===== config.mk =====
export PLATFORM = sky130hd
export DESIGN_NAME = serial_add_ctrl_flat
export DESIGN_NICKNAME = d
export VERILOG_FILES = /design/src/rtl/serial_add_pkg.sv /design/src/rtl/serial_add_ctrl_if.sv /design/src/rtl/nibble_adder.sv /design/src/rtl/serial_add_ctrl.sv /design/src/flat_wrapper.sv
export SDC_FILE = /design/constraint.sdc
export NUM_CORES = 1
export LEC_CHECK = 0
export ABC_CLOCK_PERIOD_IN_PS = 4800
export BUFFER_PORTS_ARGS = -buffer_cell sky130_fd_sc_hd__buf_2
export CAP_MARGIN = 20
export CELL_PAD_IN_SITES_DETAIL_PLACEMENT = 1
export CELL_PAD_IN_SITES_GLOBAL_PLACEMENT = 1
export CORE_MARGIN = 8
export CORE_UTILIZATION = 35
export CTS_BUF_LIST = sky130_fd_sc_hd__clkbuf_16
export CTS_CLUSTER_DIAMETER = 60
export DETAILED_ROUTE_END_ITERATION = 12
export PLACE_DENSITY = 0.71
export SLEW_MARGIN = 10
export SYNTH_ARGS = -nofsm -noshare
export SYNTH_HDL_FRONTEND = slang
export SYNTH_SLANG_ARGS = --single-unit
export TNS_END_PERCENT = 30

===== constraint.sdc =====
create_clock -name Clk -period 4.8 [get_ports Clk]
set_input_delay 0.48 -clock Clk [delete_from_list [all_inputs] [get_ports Clk]]
set_output_delay 0.48 -clock Clk [all_outputs]
set_load 0.02 [all_outputs]

===== src/rtl/serial_add_pkg.sv =====
// Shared definitions for the nibble-serial adder: slice width and controller states.
package serial_add_pkg;

  localparam int SLICE_W = 4;

  typedef enum logic [1:0] {
    IDLE = 2'd0,
    ADD  = 2'd1,
    DONE = 2'd2
  } state_e;

endpackage


===== src/rtl/serial_add_ctrl_if.sv =====
// Request/result bundle for serial_add_ctrl, including the FSM state for debug.
// Handshake: Run is a request accepted on any edge where Busy=0; Done pulses
// for one cycle when Sum/C_out are valid; Run during Busy is dropped.
interface serial_add_ctrl_if #(parameter int NIBBLES = 4);
  import serial_add_pkg::*;

  localparam int W = SLICE_W * NIBBLES;

  logic         Run;
  logic [W-1:0] A;
  logic [W-1:0] B;
  logic         C_in;
  logic [W-1:0] Sum;
  logic         C_out;
  logic         Busy;
  logic         Done;
  logic [1:0]   State;

  modport master (
    output Run, A, B, C_in,
    input  Sum, C_out, Busy, Done, State
  );

  modport slave (
    input  Run, A, B, C_in,
    output Sum, C_out, Busy, Done, State
  );

endinterface


===== src/rtl/nibble_adder.sv =====
// Purely combinational 4-bit adder slice with carry in/out.
module nibble_adder (
  input  logic [3:0] a,
  input  logic [3:0] b,
  input  logic       c_in,
  output logic [3:0] s,
  output logic       c_out
);

  assign {c_out, s} = {1'b0, a} + {1'b0, b} + {4'b0000, c_in};

endmodule


===== src/rtl/serial_add_ctrl.sv =====
// Nibble-serial adder: one 4-bit slice is reused for NIBBLES cycles, building
// Sum from the bottom nibble up and reporting the final carry on C_out.
module serial_add_ctrl
  import serial_add_pkg::*;
#(
  parameter int NIBBLES = 4
) (
  input  logic             Clk,
  input  logic             Reset,
  serial_add_ctrl_if.slave bus
);

  localparam int W    = SLICE_W * NIBBLES;
  localparam int IDXW = (NIBBLES > 1) ? $clog2(NIBBLES) : 1;
  localparam logic [IDXW-1:0] LAST_IDX = IDXW'(NIBBLES - 1);

  localparam logic [1:0] S_IDLE = IDLE;
  localparam logic [1:0] S_ADD  = ADD;
  localparam logic [1:0] S_DONE = DONE;

  logic [1:0]         r_state;
  logic [W-1:0]       r_a;
  logic [W-1:0]       r_b;
  logic [W-1:0]       r_sum;
  logic               r_carry;
  logic               r_cout;
  logic [IDXW-1:0]    r_idx;

  logic [SLICE_W-1:0] w_a_nib;
  logic [SLICE_W-1:0] w_b_nib;
  logic [SLICE_W-1:0] w_s;
  logic               w_c;

  always_comb begin
    w_a_nib = '0;
    w_b_nib = '0;
    for (int i = 0; i < NIBBLES; i++) begin
      if (r_idx == IDXW'(i)) begin
        w_a_nib = r_a[i*SLICE_W +: SLICE_W];
        w_b_nib = r_b[i*SLICE_W +: SLICE_W];
      end
    end
  end

  nibble_adder u_slice (
    .a     (w_a_nib),
    .b     (w_b_nib),
    .c_in  (r_carry),
    .s     (w_s),
    .c_out (w_c)
  );

  always_ff @(posedge Clk) begin
    if (Reset) begin
      r_state <= S_IDLE;
      r_a     <= '0;
      r_b     <= '0;
      r_sum   <= '0;
      r_carry <= 1'b0;
      r_cout  <= 1'b0;
      r_idx   <= '0;
    end else begin
      case (r_state)
        S_IDLE, S_DONE: begin
          // DONE accepts exactly like IDLE so back-to-back runs have no gap.
          if (bus.Run) begin
            r_a     <= bus.A;
            r_b     <= bus.B;
            r_carry <= bus.C_in;
            r_idx   <= '0;
            r_sum   <= '0;
            r_state <= S_ADD;
          end else begin
            r_state <= S_IDLE;
          end
        end
        S_ADD: begin
          for (int i = 0; i < NIBBLES; i++) begin
            if (r_idx == IDXW'(i)) begin
              r_sum[i*SLICE_W +: SLICE_W] <= w_s;
            end
          end
          r_carry <= w_c;
          r_idx   <= r_idx + IDXW'(1);
          if (r_idx == LAST_IDX) begin
            r_cout  <= w_c;
            r_state <= S_DONE;
          end
        end
        default: r_state <= S_IDLE;
      endcase
    end
  end

  assign bus.Sum   = r_sum;
  assign bus.C_out = r_cout;
  assign bus.Busy  = (r_state == S_ADD);
  assign bus.Done  = (r_state == S_DONE);
  assign bus.State = r_state;

endmodule


===== src/flat_wrapper.sv =====
// flat-port wrapper written by rule: the top's interface ports become plain ports
module serial_add_ctrl_flat import serial_add_pkg::*;
#(
  parameter int NIBBLES = 4
)
  (Clk, Reset, bus_Run, bus_A, bus_B, bus_C_in, bus_Sum, bus_C_out, bus_Busy, bus_Done, bus_State);
  serial_add_ctrl_if #(.NIBBLES(NIBBLES)) bus_i ();
  input  logic Clk;
  input  logic Reset;
  input wire logic [$bits(bus_i.Run)-1:0] bus_Run;
  input wire logic [$bits(bus_i.A)-1:0] bus_A;
  input wire logic [$bits(bus_i.B)-1:0] bus_B;
  input wire logic [$bits(bus_i.C_in)-1:0] bus_C_in;
  output wire logic [$bits(bus_i.Sum)-1:0] bus_Sum;
  output wire logic [$bits(bus_i.C_out)-1:0] bus_C_out;
  output wire logic [$bits(bus_i.Busy)-1:0] bus_Busy;
  output wire logic [$bits(bus_i.Done)-1:0] bus_Done;
  output wire logic [$bits(bus_i.State)-1:0] bus_State;
  assign bus_i.Run = bus_Run;
  assign bus_i.A = bus_A;
  assign bus_i.B = bus_B;
  assign bus_i.C_in = bus_C_in;
  assign bus_Sum = bus_i.Sum;
  assign bus_C_out = bus_i.C_out;
  assign bus_Busy = bus_i.Busy;
  assign bus_Done = bus_i.Done;
  assign bus_State = bus_i.State;
  serial_add_ctrl #(.NIBBLES(NIBBLES)) u_core (.Clk(Clk), .Reset(Reset), .bus(bus_i));
endmodule

==> results.toml <==
[drt]
wl_per_cell_um = 14.9
viasPerCell = 4.92
ant_nets = 0
vias = 2284
drt_iter0_markers = 78
drt-total-wl_um = 6900
firstDrtPassIters = 4
drc = 0

[clocking]
clk_pin_slew_worst_paths_ns = 0.07
cts-root-buf = "clkbuf_16"
cts_tree = "yes"
clockBufferDepth = 2
cts_hold_buf = 0
cts_made_buffers = 5
htreeDepth = 2
clk_latency_ns = 0.29
cts_resized = 0
cts.sinks = 54
postCtsSetupBuffers = 0

[floorplan]
rows = 31
core_area_um2 = 7180
die_w_um = 101
pin_count = 57
initial_utilization = 0.356
die_h_um = 101
die_area_um2 = 10300

[global_route]
use_met2 = 0.226
globalRouteMet1Util = 0.177
grt_usage = 0.138
use_met3 = 0.0357
grt_max_degree = 60
grt_pass1_vias = 2315
busiest_layer = "met2"
grt_pass1_wl_um = 11500
grt_overflow_total = 0
antenna_found_initial = 0

[critical_path]
critical_path.slowest_cell = "ha_1"
slowest_delay_ns = 0.61
rr_startpoint = "u_core.r_idx[0]"
start_kind = "register"
worstSetupEndpointType = "register"
r2r_setup_slack_ns = 1.83
crit_type = "reg -> reg"
required_ns = 5.01
r2r_end = "u_core.bus.Sum[14]"
cp.arrival_ns = 3.18
crit_path_cell_trace = "inv_1, ha_1, a21oi_1, o21ai_0, a22oi_1, fa_1, fa_1, nor2b_1, nor3_2, nand2_1, a21oi_1"
critical_path.max_fanout = 18
r2r_cells = 11

[hold_path]
whs_path_depth = 3
hp-class = "in -> reg"
min-delay-start = "bus_B[6]"
min_to = "u_core.r_b[6]"

[power]
p_int_uw = 709
pwr-share-comb = 0.142
power_uw = 971
pwr-share-seq = 0.500
p_clk_frac = 0.358
power.leakage_uw = 0.00127
swShare = 0.269
p_switching_uw = 261
vdd_drop_max_mv = 0.144
powerDensity_nw_per_um2 = 327

[timing]
timing.final.hold_violations = 0
fin_setup_tns_ns = 0
post-route-min-period_ns = 2.97
setup_viol = 0
drv_slew = 0
relSlewSlack = 0.312
skew_ns = 0.00327
max_freq_ghz = 0.336
rsz0062_at_grt = "no"
timing.final.crit_share = 0.620
worst_pin_slew_ns = 1.03
fin_ws_ns = 1.83

[yosys]
syn-num-nets = 369
yosysTopAreaCellShare = 0.423
ys_warn_count = 0
syn-cell-area_um2 = 2550
seq_area_frac_synth = 0.423
synth_cell_type_count = 28
yosysTopAreaCell = "dfxtp_1"
async_reset_ff_frac = 0
synth_edf_count = 0
ys_ff_latch = 54
synth_ff_type = "dfxtp_1"
postSynthAreaPerCell_um2 = 7.88
postSynthCellCount = 324
synthTopCellsByArea = "dfxtp_1 (42%), a21oi_1 (13%), nand2_1 (12%), ha_1 (3.4%), nand3_1 (3.1%)"

[final_layout]
nNetsFinal = 409
finish.instance_area_um2 = 2970
area_growth_pct = 16.3
drive_gt1_frac = 0.216
n_antenna_cell = 0
final_core_util = 0.414
nFillCells = 910
multiInputGateArea_um2 = 1300
seqCellArea_um2 = 1080

[place]
globalplace.congestion = 0.799
pre_cts_ws_ns = 1.84
dpl_cell_area_um2 = 2830
dp_hpwl_um = 4950
port_buffers = 56

[job]
max_cap_viol_count = 0

[run_status]
status = "finished clean"
cells in the final DEF (no fill, tap or decap), drive strengths merged:
cell type,count
nand3b,8
dfxtp,54
o21a,2
nand2b,2
clkbuf,5
a21oi,64
buf,57
nor2,5
ha,7
o21ai,10
clkinv,2
nand2,85
or2,8
nand3,16
nor2b,6
or4,4
fa,2
nand4,4
nand4b,4
a22oi,5
nor3,3
a22o,1
inv,11
worst max-delay path, delay by kind of cell (launching register included):
kind | cells | cell delay [ns]
AO/OA/AOI/OAI | 4 | 0.44
adder cells (fa/ha/maj) | 3 | 1.50
flip-flops | 1 | 0.35
buffers and inverters | 1 | 0.09
AND/OR/NAND/NOR | 3 | 0.50
metrics by stage:
step | hold WS, ns | cells
floorplan | 0.436 | 324
global placement | 0.448 | 456
detailed placement | 0.450 | 456
CTS | 0.427 | 464
global route | 0.424 | 464
finish | 0.426 | 464
area by class of cell:
| cell class | count | share of cell area |
|---|---|---|
| clock buffers | 5 | 0.0421 |
| flip-flops and latches | 54 | 0.364 |
| repair buffers | 57 | 0.0969 |
| multi-input cells | 236 | 0.439 |
| well taps | 99 | 0.0417 |
| clock inverters | 3 | 0.00421 |
| inverters | 10 | 0.0126 |
cell families after synthesis:
logic type                 synth area share
DFF                                   0.423
buffers and inverters                0.0686
adders and majority gates            0.0500
AOI/OAI and AO/OA                     0.169
and+or+nand+nor                       0.289
cells in the mapped netlist, types with 2 or more instances:
library cell	count
ha_1	7
fa_1	2
nand3b_4	4
buf_4	6
inv_1	9
nand3_1	16
o21a_1	2
nor3_1	2
nor2b_1	6
nand3b_1	4
o21ai_0	10
or2_2	8
nand2_1	85
or4_1	4
nor2_1	5
a21oi_1	64
buf_6	2
nand2b_1	2
buf_2	8
nand4b_1	4
nand4_1	4
clkbuf_1	7
dfxtp_1	54
a22oi_1	5
state kept, by name (all words and copies together), names as in the netlist:
| register | flops |
|---|---|
| u_core.bus.State | 2 |
| u_core.r_b | 16 |
| u_core.r_idx | 2 |
| u_core.r_carry | 1 |
| u_core.bus.C_out | 1 |
| u_core.r_a | 16 |
| u_core.bus.Sum | 16 |
power by group through the flow:
| stage | combinational [µW] | clock, µW | sequential (µW) |
|---|---|---|---|
| floorplan | 99.8 | 0 | 493 |
| global placement | 135 | 0 | 496 |
| detailed placement | 140 | 0 | 496 |
| CTS | 140 | 356 | 486 |
| global route | 155 | 377 | 488 |
| finish | 137 | 348 | 486 |
worst max path at each step:
stage                          from                 end  slack, ns  depth (start not counted)
global route        u_core.r_idx[0]  u_core.bus.Sum[10]       1.50                         11
floorplan           u_core.r_idx[0]  u_core.bus.Sum[10]       2.16                         12
detailed placement  u_core.r_idx[0]   u_core.bus.Sum[6]       1.84                         11
finish              u_core.r_idx[0]  u_core.bus.Sum[14]       1.83                         11
CTS                 u_core.r_idx[1]   u_core.bus.Sum[6]       1.82                         11
global placement    u_core.r_idx[0]   u_core.bus.Sum[6]       1.95                         11
routing by layer:
layer / share of wire / wire (µm) / vias up
li1: - / - / 1169
met1: 0.47 / 3270 / 1066
met2: 0.47 / 3220 / 44
met3: 0.051 / 353 / 5
met4: 0.0078 / 54 / 0
met5: 0 / 0 / -
Power figures use the tool's default switching activity.
